==> src/rtl/ai_paddle_controller_if.sv <==
// Prediction bus from the collision predictor to the AI paddle controller.
interface ai_paddle_controller_if;
    logic       predicted_valid;
    logic [9:0] predicted_y;
    logic       ball_move_up;

    // Collision predictor side
    modport master (
        output predicted_valid,
        output predicted_y,
        output ball_move_up
    );

    // Paddle controller side
    modport slave (
        input predicted_valid,
        input predicted_y,
        input ball_move_up
    );
endinterface

==> src/rtl/ai_paddle_controller.sv <==
// Computer-player left paddle: latches a clamped, direction-biased target on
// each new prediction and slews toward it at a bounded per-frame speed,
// returning to screen centre when no prediction is valid.
module ai_paddle_controller #(
    parameter int unsigned VVIDEO_ON     = 480,
    parameter int unsigned PADDLE_HEIGHT = 64,
    parameter int unsigned PADDLE_SPEED  = 4,
    parameter int unsigned AIM_OFFSET    = 8
) (
    input  logic                    i_clock,
    input  logic                    i_reset_n,
    input  logic                    i_enable,
    input  logic                    i_vsync_start,
    ai_paddle_controller_if.slave   pred,
    output logic [9:0]              o_paddle_y,
    output logic                    o_paddle_moving,
    output logic                    o_at_target
);

    localparam int unsigned Y_W = 10;
    localparam logic [Y_W-1:0]    CENTRE = Y_W'((VVIDEO_ON - PADDLE_HEIGHT) / 2);
    localparam logic [Y_W-1:0]    MAX_Y  = Y_W'(VVIDEO_ON - PADDLE_HEIGHT);
    localparam logic [Y_W-1:0]    SPEED  = Y_W'(PADDLE_SPEED);
    localparam logic signed [Y_W:0] HALF_S = (Y_W+1)'(PADDLE_HEIGHT / 2);
    localparam logic signed [Y_W:0] AIM_S  = (Y_W+1)'(AIM_OFFSET);
    localparam logic signed [Y_W:0] MAX_S  = (Y_W+1)'(VVIDEO_ON - PADDLE_HEIGHT);

    typedef enum logic [1:0] {
        ST_IDLE   = 2'd0,
        ST_TRACK  = 2'd1,
        ST_HOLD   = 2'd2,
        ST_RETURN = 2'd3
    } state_t;

    state_t         state, state_n;
    logic [Y_W-1:0] target, target_n;
    logic [Y_W-1:0] paddle_y, paddle_n;
    logic           prev_valid;
    logic           moving, moving_n;

    logic                 rise;
    logic signed [Y_W:0]  raw;
    logic [Y_W-1:0]       clamped;
    logic [Y_W-1:0]       diff_abs;
    logic [Y_W-1:0]       step;
    logic                 go_up;

    assign rise = pred.predicted_valid & ~prev_valid;

    // Aim point: centre paddle on predicted row, biased along ball travel, clamped on screen
    always_comb begin
        raw     = $signed({1'b0, pred.predicted_y}) - HALF_S
                  + (pred.ball_move_up ? -AIM_S : AIM_S);
        clamped = raw[Y_W-1:0];
        if (raw[Y_W]) begin
            clamped = '0;
        end else if (raw > MAX_S) begin
            clamped = MAX_Y;
        end
    end

    // Bounded step toward the currently registered target
    always_comb begin
        go_up    = 1'b0;
        diff_abs = target - paddle_y;
        if (paddle_y > target) begin
            go_up    = 1'b1;
            diff_abs = paddle_y - target;
        end
        step = (diff_abs > SPEED) ? SPEED : diff_abs;
    end

    // State register and datapath registers
    always_ff @(posedge i_clock or negedge i_reset_n) begin
        if (!i_reset_n) begin
            state      <= ST_IDLE;
            target     <= CENTRE;
            paddle_y   <= CENTRE;
            prev_valid <= 1'b0;
            moving     <= 1'b0;
        end else begin
            state      <= state_n;
            target     <= target_n;
            paddle_y   <= paddle_n;
            prev_valid <= pred.predicted_valid;
            moving     <= moving_n;
        end
    end

    // Next-state, target capture and per-frame movement
    always_comb begin
        state_n  = state;
        target_n = target;
        paddle_n = paddle_y;
        moving_n = moving;
        if (!i_enable) begin
            state_n  = ST_IDLE;
            moving_n = 1'b0;
        end else begin
            if (i_vsync_start) begin
                paddle_n = go_up ? (paddle_y - step) : (paddle_y + step);
                moving_n = (step != '0);
            end
            unique case (state)
                ST_IDLE: begin
                    if (rise) begin
                        target_n = clamped;
                        state_n  = ST_TRACK;
                    end else begin
                        target_n = CENTRE;
                        if (paddle_y != CENTRE) begin
                            state_n = ST_RETURN;
                        end
                    end
                end
                ST_TRACK: begin
                    if (!pred.predicted_valid) begin
                        target_n = CENTRE;
                        state_n  = ST_RETURN;
                    end else if (paddle_y == target) begin
                        state_n = ST_HOLD;
                    end
                end
                ST_HOLD: begin
                    if (!pred.predicted_valid) begin
                        target_n = CENTRE;
                        state_n  = ST_RETURN;
                    end
                end
                ST_RETURN: begin
                    if (rise) begin
                        target_n = clamped;
                        state_n  = ST_TRACK;
                    end else if (paddle_y == CENTRE) begin
                        state_n = ST_IDLE;
                    end
                end
                default: state_n = ST_IDLE;
            endcase
        end
    end

    assign o_paddle_y      = paddle_y;
    assign o_paddle_moving = moving;
    assign o_at_target     = (paddle_y == target);

endmodule

==> src/flat_wrapper.sv <==
// flat-port wrapper written by rule: the top's interface ports become plain ports
module ai_paddle_controller_flat 
#(
    parameter int unsigned VVIDEO_ON     = 480,
    parameter int unsigned PADDLE_HEIGHT = 64,
    parameter int unsigned PADDLE_SPEED  = 4,
    parameter int unsigned AIM_OFFSET    = 8
)
  (i_clock, i_reset_n, i_enable, i_vsync_start, o_paddle_y, o_paddle_moving, o_at_target, pred_predicted_valid, pred_predicted_y, pred_ball_move_up);
  ai_paddle_controller_if pred_i ();
  input  logic i_clock;
  input  logic i_reset_n;
  input  logic i_enable;
  input  logic i_vsync_start;
  output logic [9:0] o_paddle_y;
  output logic o_paddle_moving;
  output logic o_at_target;
  input wire logic [$bits(pred_i.predicted_valid)-1:0] pred_predicted_valid;
  input wire logic [$bits(pred_i.predicted_y)-1:0] pred_predicted_y;
  input wire logic [$bits(pred_i.ball_move_up)-1:0] pred_ball_move_up;
  assign pred_i.predicted_valid = pred_predicted_valid;
  assign pred_i.predicted_y = pred_predicted_y;
  assign pred_i.ball_move_up = pred_ball_move_up;
  ai_paddle_controller #(.VVIDEO_ON(VVIDEO_ON), .PADDLE_HEIGHT(PADDLE_HEIGHT), .PADDLE_SPEED(PADDLE_SPEED), .AIM_OFFSET(AIM_OFFSET)) u_core (.i_clock(i_clock), .i_reset_n(i_reset_n), .i_enable(i_enable), .i_vsync_start(i_vsync_start), .pred(pred_i), .o_paddle_y(o_paddle_y), .o_paddle_moving(o_paddle_moving), .o_at_target(o_at_target));
endmodule
==> config.mk <==
export PLATFORM = sky130hd
export DESIGN_NAME = ai_paddle_controller_flat
export DESIGN_NICKNAME = d
export VERILOG_FILES = /design/src/rtl/ai_paddle_controller_if.sv /design/src/rtl/ai_paddle_controller.sv /design/src/flat_wrapper.sv
export SDC_FILE = /design/constraint.sdc
export NUM_CORES = 1
export LEC_CHECK = 0
export CAP_MARGIN = 20
export CORE_MARGIN = 10
export CORE_UTILIZATION = 30
export CTS_CLUSTER_DIAMETER = 200
export CTS_CLUSTER_SIZE = 25
export DETAILED_ROUTE_END_ITERATION = 16
export GPL_TIMING_DRIVEN = 0
export HOLD_SLACK_MARGIN = 0.15
export SYNTH_ARGS = -nofsm -noshare
export SYNTH_HDL_FRONTEND = slang
export SYNTH_SLANG_ARGS = --single-unit
==> constraint.sdc <==
create_clock -name i_clock -period 14.45 [get_ports i_clock]
set_input_delay 2.89 -clock i_clock [delete_from_list [all_inputs] [get_ports i_clock]]
set_output_delay 2.89 -clock i_clock [all_outputs]
set_load 0.005 [all_outputs]
==> results of run 1 <==
-- per-stage QoR --
| step | instance area, um^2 | total power [uW] |
|---|---|---|
| detailed placement | 3460 | 751 |
| CTS | 3530 | 815 |
| global placement | 3460 | 740 |
| global route | 3560 | 911 |
| finish | 3560 | 815 |
| floorplan | 3030 | 608 |
-- power by group through the flow --
stage	Combinational [uW]	Sequential, uW	Clock [uW]
final	631	124	59.9
after global routing	718	128	64.9
after CTS	629	125	61.4
after detailed placement	625	126	0
after global placement	616	124	0
after floorplan	494	114	0
-- flip-flops by register name, summed over array words and instances, names as in the netlist --
name / count
u_core.o_paddle_y: 10
u_core.state: 2
u_core.target: 10
u_core.o_paddle_moving: 1
u_core.prev_valid: 1
-- worst max-delay path by stage --
stage / endpoint / slack (ns) / cells past startpoint
final: u_core.o_paddle_y[9] / 8.02 / 25
after global routing: u_core.o_paddle_y[9] / 7.39 / 25
after CTS: u_core.o_paddle_y[9] / 8.03 / 25
after detailed placement: u_core.o_paddle_y[9] / 8.09 / 25
after global placement: u_core.o_paddle_y[9] / 8.21 / 25
after floorplan: u_core.o_paddle_y[9] / 8.98 / 25
-- placed cells by master (no fill, tap or decap), drive strengths merged, types with 10 or more instances in the layout --
| cell type | synthesis | final |
|---|---|---|
| clkdlybuf4s50 | 0 | 26 |
| nor2 | 21 | 21 |
| a31oi | 10 | 10 |
| dfrtp | 18 | 18 |
| xnor2 | 13 | 13 |
| nand2 | 17 | 17 |
| ha | 46 | 46 |
| nand3 | 12 | 12 |
| o21ai | 18 | 18 |
| inv | 53 | 53 |
| a21oi | 23 | 23 |
-- cell families after synthesis --
family	synth area share [%]
AO/OA/AOI/OAI	23.5
adder cells (fa/ha/maj)	21.6
flip-flops	20.1
multiplexers	3.80
XOR/XNOR	5.49
buffers and inverters	8.63
AND/OR/NAND/NOR	16.9
-- cell usage after synthesis, drive strengths merged, types with 9 or more instances --
cell and count:
xnor2 13, a21o 9, nor2 21, o21ai 18, nand3 12, inv 53
nand2 17, a31oi 10, ha 46, dfrtp 18, a21oi 23
-- per-layer routing --
| layer | GRT usage [%] | wire [um] |
|---|---|---|
| met1 | 13.9 | 3610 |
| met2 | 17.9 | 3540 |
| met3 | 0.651 | 182 |
| met4 | 2.94 | 139 |
| met5 | 0 | 0 |
-- area by class of cell --
| cell class | count | share of cell area, % |
|---|---|---|
| clock inverter | 1 | 0.844 |
| buffer | 13 | 1.76 |
| clock buffer | 3 | 1.16 |
| sequential | 24 | 17.1 |
| multi-input combinational | 279 | 60.8 |
| inverter | 53 | 5.59 |
| timing repair buffer | 27 | 8.09 |
| tap | 133 | 4.68 |
-- worst max-delay path, cell delays in order (launching register included) --
cell and delay [ns]:
dfrtp_1 0.48, inv_1 0.09, ha_1 0.17, inv_1 0.06, fa_1 0.40, a21o_1 0.20
a221o_1 0.41, o211ai_4 0.35, o2111ai_1 0.19, or4_4 0.56, o21bai_2 0.32, nand3_1 0.15
ha_1 0.29, nor2_1 0.23, nand2b_1 0.09, o41a_1 0.11, and3_1 0.20, ha_1 0.33
nand3_1 0.10, o2111ai_1 0.20, o211ai_1 0.16, o21ai_0 0.49, or4_1 0.19, o211ai_1 0.08
a211o_1 0.31, xor2_1 0.14
==> flow_metrics.tcl, run 1 <==
set metrics [dict create \
    synth_cell_types 63 \
    power_frac_seq_pct 15.2 \
    cts-htree-levels 1 \
    cts_resized 0 \
    synth-async-reset-ratio_pct 100 \
    hold_viol_final 0 \
    dr_total_vias 2729 \
    clockBufferDepth 2 \
    worstPathArrival_ns 6.60 \
    synth_top_area_share_pct 19.0 \
    hold_path_depth 2 \
    synth_area_leaders "ha_1 (19%), dfrtp_1 (15%), inv_1 (6.4%)" \
    synth.largest_area_cell "ha_1" \
    final_core_util_pct 36.2 \
    initial_utilization_pct 30.9 \
    clk_pin_slew_ns 0.10 \
    final-seq-area_um2 608 \
    first_iter_violations 111 \
    ys.flop_type "dfrtp_1" \
    power.switching_uw 409 \
    core_um2 9820 \
    grt_max_degree 25 \
    die-area_um2 14500 \
    track_usage_pct 10.5 \
    netSwitchingFraction_pct 50.1 \
    p_clk_share_pct 7.4 \
    required_ns 14.62 \
    num_antenna_cells 0 \
    pre_cts_slack_ns 8.09 \
    clock_sinks 24 \
    synth_edf_count 0 \
    place_hpwl_um 6290 \
    status "completed" \
    internal-power_uw 407 \
    rsz0062_at_grt "false" \
    cts_setup_buffers 0 \
    io_pins 28 \
    min_period_ns 6.43 \
    worst_slack_ns 8.02 \
    synth-seq-area-share_pct 20.1 \
    port_buffers 26 \
    antenna_found_initial 0 \
    dieWidth_um 121 \
    cts_tree "built" \
    layout.nets 467 \
    row_count 36 \
    crit_path_start_kind "flop" \
    numCtsBuffers 3 \
    drt-wirelength-per-cell_um 14.0 \
    slew_headroom_pct 51.2 \
    num-fill-cells 1075 \
    drt.antenna.violating_nets 0 \
    crit_fanout 9 \
    final.setup.tns_ns 0 \
    postSynthAreaPerCell_um2 8.22 \
    grt_pass1_vias 2753 \
    min_from "u_core.target[9]" \
    cp-startpoint "u_core.o_paddle_y[0]" \
    r2r_cells 25 \
    dp.cells 528 \
    r2r_start "u_core.o_paddle_y[0]" \
    worst_slew_pin_slew_ns 0.726 \
    globalplace.congestion 0.863 \
    via_per_inst 5.12 \
    end_kind "flop" \
    synth_seq_cells 24 \
    clock_latency_ns 0.28 \
    die_height_um 121 \
    fin_crit_sh_pct 44.5 \
    fin_cells 533 \
    syn2layout_area_growth_pct 17.3 \
    grt_overflow_total 0 \
    cts_hold_buf 0 \
    syn_area_um2 3030 \
    slew_violations 0 \
    peakVddDrop_mv 0.0995 \
    cts-root-buf "clkbuf_8" \
    hold_class "reg -> reg" \
    critPathKind "reg -> reg" \
    finClkSkew_ns 0.0190 \
    multiInputGateArea_um2 2160 \
    grt_pass1_wl_um 13000 \
    hold-worst-slack_ns 0.515 \
    p_leak_uw 0.00165 \
    drc 0 \
    maxCapViolations 0 \
    hold_path_end "u_core.target[9]" \
    first_pass_iters 4 \
    p_comb_share_pct 77.4 \
    syn_nets 435 \
    regToRegSetupSlack_ns 8.02 \
    setup_violations 0 \
    timing.rr.end "u_core.o_paddle_y[9]" \
    p_per_area_nw_per_um2 229 \
    max_freq_mhz 156 \
    wl_um 7480 \
    drive_above_1_share_pct 7.25 \
    yosysWarnings 0 \
    syn_inst 369 \
]
No activity file was read; power rests on OpenSTA's default activity.
==> run 2, diff against run 1 <==
- clock period: 14.45 -> 5.72 ns (I/O delays scaled with it)
==> flow_metrics.tcl, run 2 (synthesized netlist as in run 1, its figures left out) <==
set metrics [dict create \
    clock_latency_ns 0.28 \
    drt.antenna.violating_nets 0 \
    cts-root-buf "clkbuf_8" \
    hold_viol_final 0 \
    grt_max_degree 25 \
    clock_sinks 24 \
    slew_headroom_pct 60.2 \
    cts-htree-levels 1 \
    final_common_cell "inv_1" \
    crit_path_max_incr_delay_ns 0.61 \
    setup_violations 0 \
    cts_tree "built" \
    p_per_area_nw_per_um2 618 \
    worstPathArrival_ns 5.65 \
    globalplace.congestion 0.863 \
    track_usage_pct 10.7 \
    clk_pin_slew_ns 0.10 \
    p_leak_uw 0.00174 \
    hold_class "reg -> reg" \
    max_freq_mhz 182 \
    grt_overflow_total 0 \
    layout.nets 483 \
    crit_path_start_kind "flop" \
    status "completed" \
    final_cell_mix "inv_1 (52), ha_1 (44), clkdlybuf4s50_1 (26)" \
    worst_slew_pin_slew_ns 0.590 \
    antenna_found_initial 0 \
    required_ns 5.88 \
    maxCapViolations 0 \
    final.setup.tns_ns 0 \
    port_buffers 26 \
    clockBufferDepth 2 \
    initial_utilization_pct 30.9 \
    fin_crit_sh_pct 96.0 \
    die-area_um2 14500 \
    die_height_um 121 \
    core_um2 9820 \
    min_period_ns 5.49 \
    first_iter_violations 117 \
    wl_um 7820 \
    crit_top_cell "buf_4" \
    fin_cells 549 \
    dp.cells 528 \
    place_hpwl_um 6290 \
    regToRegSetupSlack_ns 0.23 \
    drt-wirelength-per-cell_um 14.2 \
    first_pass_iters 4 \
    end_kind "flop" \
    dieWidth_um 121 \
    drc 0 \
    critPathKind "reg -> reg" \
    drive_above_1_share_pct 15.1 \
    num_antenna_cells 0 \
    cts_hold_buf 0 \
    grt_pass1_wl_um 13300 \
    via_per_inst 5.08 \
    syn2layout_area_growth_pct 25.7 \
    slew_violations 0 \
    path_delay_family "compound AO/OA/AOI/OAI gates" \
    row_count 36 \
    cpMaxStageDelayCell "dfstp_2" \
    cp_num_buf_inv 5 \
    finClkSkew_ns 0.0159 \
    dr_total_vias 2789 \
    numCtsBuffers 3 \
    peakVddDrop_mv 0.230 \
    crit_fanout 10 \
    grt_pass1_vias 2796 \
    io_pins 28 \
]
run 2: cell types whose count changed in the layout (fill, tap and decap cells not counted), sizes merged:
cell | before | now
clkbuf | 9 | 8
buf | 8 | 25
run 2: through the flow:
step                      utilization, %  setup slack (ns)  cell area, um^2  power (uW)  hold slack (ns)
after floorplan                        -             0.247             3030        1540            0.463
after global placement              35.2            -0.516             3460        1870            0.490
after detailed placement            35.2            -0.642             3460        1900            0.505
after CTS                           36.6            0.0105             3590        2140            0.524
after global routing                38.8          -0.00408             3810        2590            0.551
final                               38.8             0.230             3810        2350            0.515
run 2: repair_timing:
item	in CTS	in global routing
gates resized for setup	8	20
pin swaps	2	13
endpoints found under the setup margin	2	2
setup buffers	5	12
gates cloned	0	0
run 2: worst register-to-register path: cells and delay by family (launching register included):
| kind | cells | cell delay (ns) |
|---|---|---|
| adders and majority gates | 3 | 0.73 |
| xor gates and xnor gates | 2 | 0.41 |
| DFF | 1 | 0.61 |
| and+or+nand+nor | 6 | 0.71 |
| AOI/OAI and AO/OA | 9 | 1.94 |
| buffers and inverters | 5 | 0.69 |
| muxes | 1 | 0.27 |
run 2: where the power goes:
group	total (uW)	switching (uW)	internal [uW]
registers	312	74.8	238
clock network	151	57.3	93.6
logic	1890	1020	872
total	2350	1150	1200
run 2: cell type report:
type,count,area [um^2]
clock buffer,3,41.3
fill,1052,6010
timing repair buffer,44,419
clock inverter,1,30.0
buffer,12,61.3
inverter,53,199
sequential,24,611
tap,133,166
multi-input combinational,279,2280
run 2: path summary, 6_finish.rpt:
path,cells past startpoint,from,to
min,2,u_core.target[9],u_core.target[9]
max reg2reg,26,u_core.o_paddle_y[4],u_core.o_paddle_y[9]
min in group asynchronous,1,i_reset_n,u_core.o_paddle_moving
max,26,u_core.o_paddle_y[4],u_core.o_paddle_y[9]
min reg2reg,2,u_core.target[9],u_core.target[9]
max in group asynchronous,2,i_reset_n,u_core.target[7]
run 2: per-layer routing:
metal	global-route usage, %	part of all wire, %
met1	13.9	48
met5	0	0
met2	18.3	48
met3	0.698	2.2
met4	3.47	1.8
==> run 3, diff against run 2 <==
- DONT_BUFFER_PORTS: not set -> 1
==> flow_metrics.tcl, run 3 (synthesized netlist as in run 1, its figures left out) <==
set metrics [dict create \
    min_from "u_core.target[9]" \
    globalplace.congestion 0.811 \
    row_count 36 \
    crit_path_start_kind "flop" \
    drt.antenna.violating_nets 0 \
    pre_cts_slack_ns -0.624 \
    dieWidth_um 121 \
    port_buffers 0 \
    die-area_um2 14500 \
    cp_num_buf_inv 3 \
    grt_pass1_vias 2745 \
    setup_violations 0 \
    via_per_inst 5.21 \
    final_cell_mix "inv_1 (51), ha_1 (43), a21oi_1 (21)" \
    path_delay_family "compound AO/OA/AOI/OAI gates" \
    final_common_cell "inv_1" \
    cpMaxStageDelayCell "dfrtp_2" \
    p_per_area_nw_per_um2 645 \
    max_freq_mhz 183 \
    r2r_start "u_core.o_paddle_y[0]" \
    peakVddDrop_mv 0.246 \
    min_period_ns 5.48 \
    end_kind "flop" \
    fin_crit_sh_pct 95.7 \
    worst_slew_pin_slew_ns 0.588 \
    cts_tree "built" \
    critPathKind "reg -> reg" \
    required_ns 5.92 \
    final.setup.tns_ns 0 \
    worstPathArrival_ns 5.68 \
    num_antenna_cells 0 \
    cp-startpoint "u_core.o_paddle_y[0]" \
    place_hpwl_um 6250 \
    clk_pin_slew_ns 0.10 \
    hold_viol_final 0 \
    crit_fanout 7 \
    first_pass_iters 5 \
    crit_path_max_incr_delay_ns 0.49 \
    dp.cells 502 \
    syn2layout_area_growth_pct 15.8 \
    slew_headroom_pct 60.4 \
    die_height_um 121 \
    clock_sinks 24 \
    p_leak_uw 0.00160 \
    antenna_found_initial 0 \
    grt_max_degree 25 \
    io_pins 28 \
    numCtsBuffers 3 \
    worstPathCellList "inv_2 > ha_2 > inv_1 > fa_2 > a21o_1 > a221o_1 > o211ai_4 > o2111ai_1 > or4_4 > o21bai_4 > nand3_2 > ha_4 > inv_1 > nor2_1 > a41o_1 > ha_1 > a21oi_1 > o2111ai_2 > o211ai_1 > o21ai_2 > or4_1 > o211ai_1 > a211o_1 > xor2_1" \
    clockBufferDepth 2 \
    grt_pass1_wl_um 12800 \
    initial_utilization_pct 30.9 \
    maxCapViolations 0 \
    drive_above_1_share_pct 15.9 \
    fin_cells 516 \
    cts-htree-levels 1 \
    first_iter_violations 113 \
    hold_class "reg -> reg" \
    hold-worst-slack_ns 0.520 \
    cts-root-buf "clkbuf_8" \
    total_power_uw 2270 \
    slew_violations 0 \
    finClkSkew_ns 0.0109 \
    core_um2 9820 \
    worst_slack_ns 0.244 \
    drc 0 \
    grt_overflow_total 0 \
    clock_latency_ns 0.27 \
    dr_total_vias 2687 \
    layout.nets 450 \
    drt-wirelength-per-cell_um 15.1 \
    wl_um 7800 \
    track_usage_pct 10.4 \
    status "completed" \
]
run 3: final timing paths:
kind | slack (ns) | to | cells after the start
max in group asynchronous | 4.98 | u_core.target[7] | 0
worst max register to register | 0.24 | u_core.o_paddle_y[9] | 24
worst max-delay path | 0.24 | u_core.o_paddle_y[9] | 24
worst min register to register | 0.52 | u_core.target[9] | 2
min in group asynchronous | 0.55 | u_core.o_paddle_y[5] | 0
worst min-delay path | 0.52 | u_core.target[9] | 2
run 3: routing by layer:
metal	vias up	share of wire [%]	global-route usage, %
met4	0	1.2	3.24
met1	1270	45	12.3
li1	1344	-	-
met3	8	5.0	1.63
met2	65	49	18.7
met5	-	0	0
run 3: report_power, final:
group	leakage [uW]	internal (uW)	switching, uW	total, uW
clock network	0.0000357	93.7	58.2	152
registers	0.000294	238	86.5	324
logic	0.00127	791	998	1790
run 3: stage by stage:
stage / cell area, um^2 / util, %
4_1_cts: 3330 / 33.9
3_3_place_gp: 3200 / 32.6
5_1_grt: 3510 / 35.8
2_1_floorplan: 3030 / -
6_report: 3510 / 35.8
3_5_place_dp: 3200 / 32.6
run 3: worst min-delay path: stages, from the launching register on:
cell and delay (ns):
dfrtp_1 0.33, inv_1 0.06, nor2_1 0.09
run 3: what timing repair did:
action | 4_1_cts | 5_1_grt
hold buffers | 0 | 0
pin swaps | 5 | 17
hold endpoints to repair | 0 | 0
endpoints found under the setup margin | 2 | 3
gates resized for setup | 8 | 26
setup buffers | 4 | 6
run 3: area by class of cell:
class | instances | area [um^2]
Timing Repair Buffer | 10 | 82.6
Buffer | 13 | 62.6
Inverter | 53 | 199
Multi-Input combinational cell | 279 | 2320
Clock buffer | 3 | 41.3
Sequential cell | 24 | 611
Clock inverter | 1 | 30.0
Fill cell | 1047 | 6310
Tap cell | 133 | 166
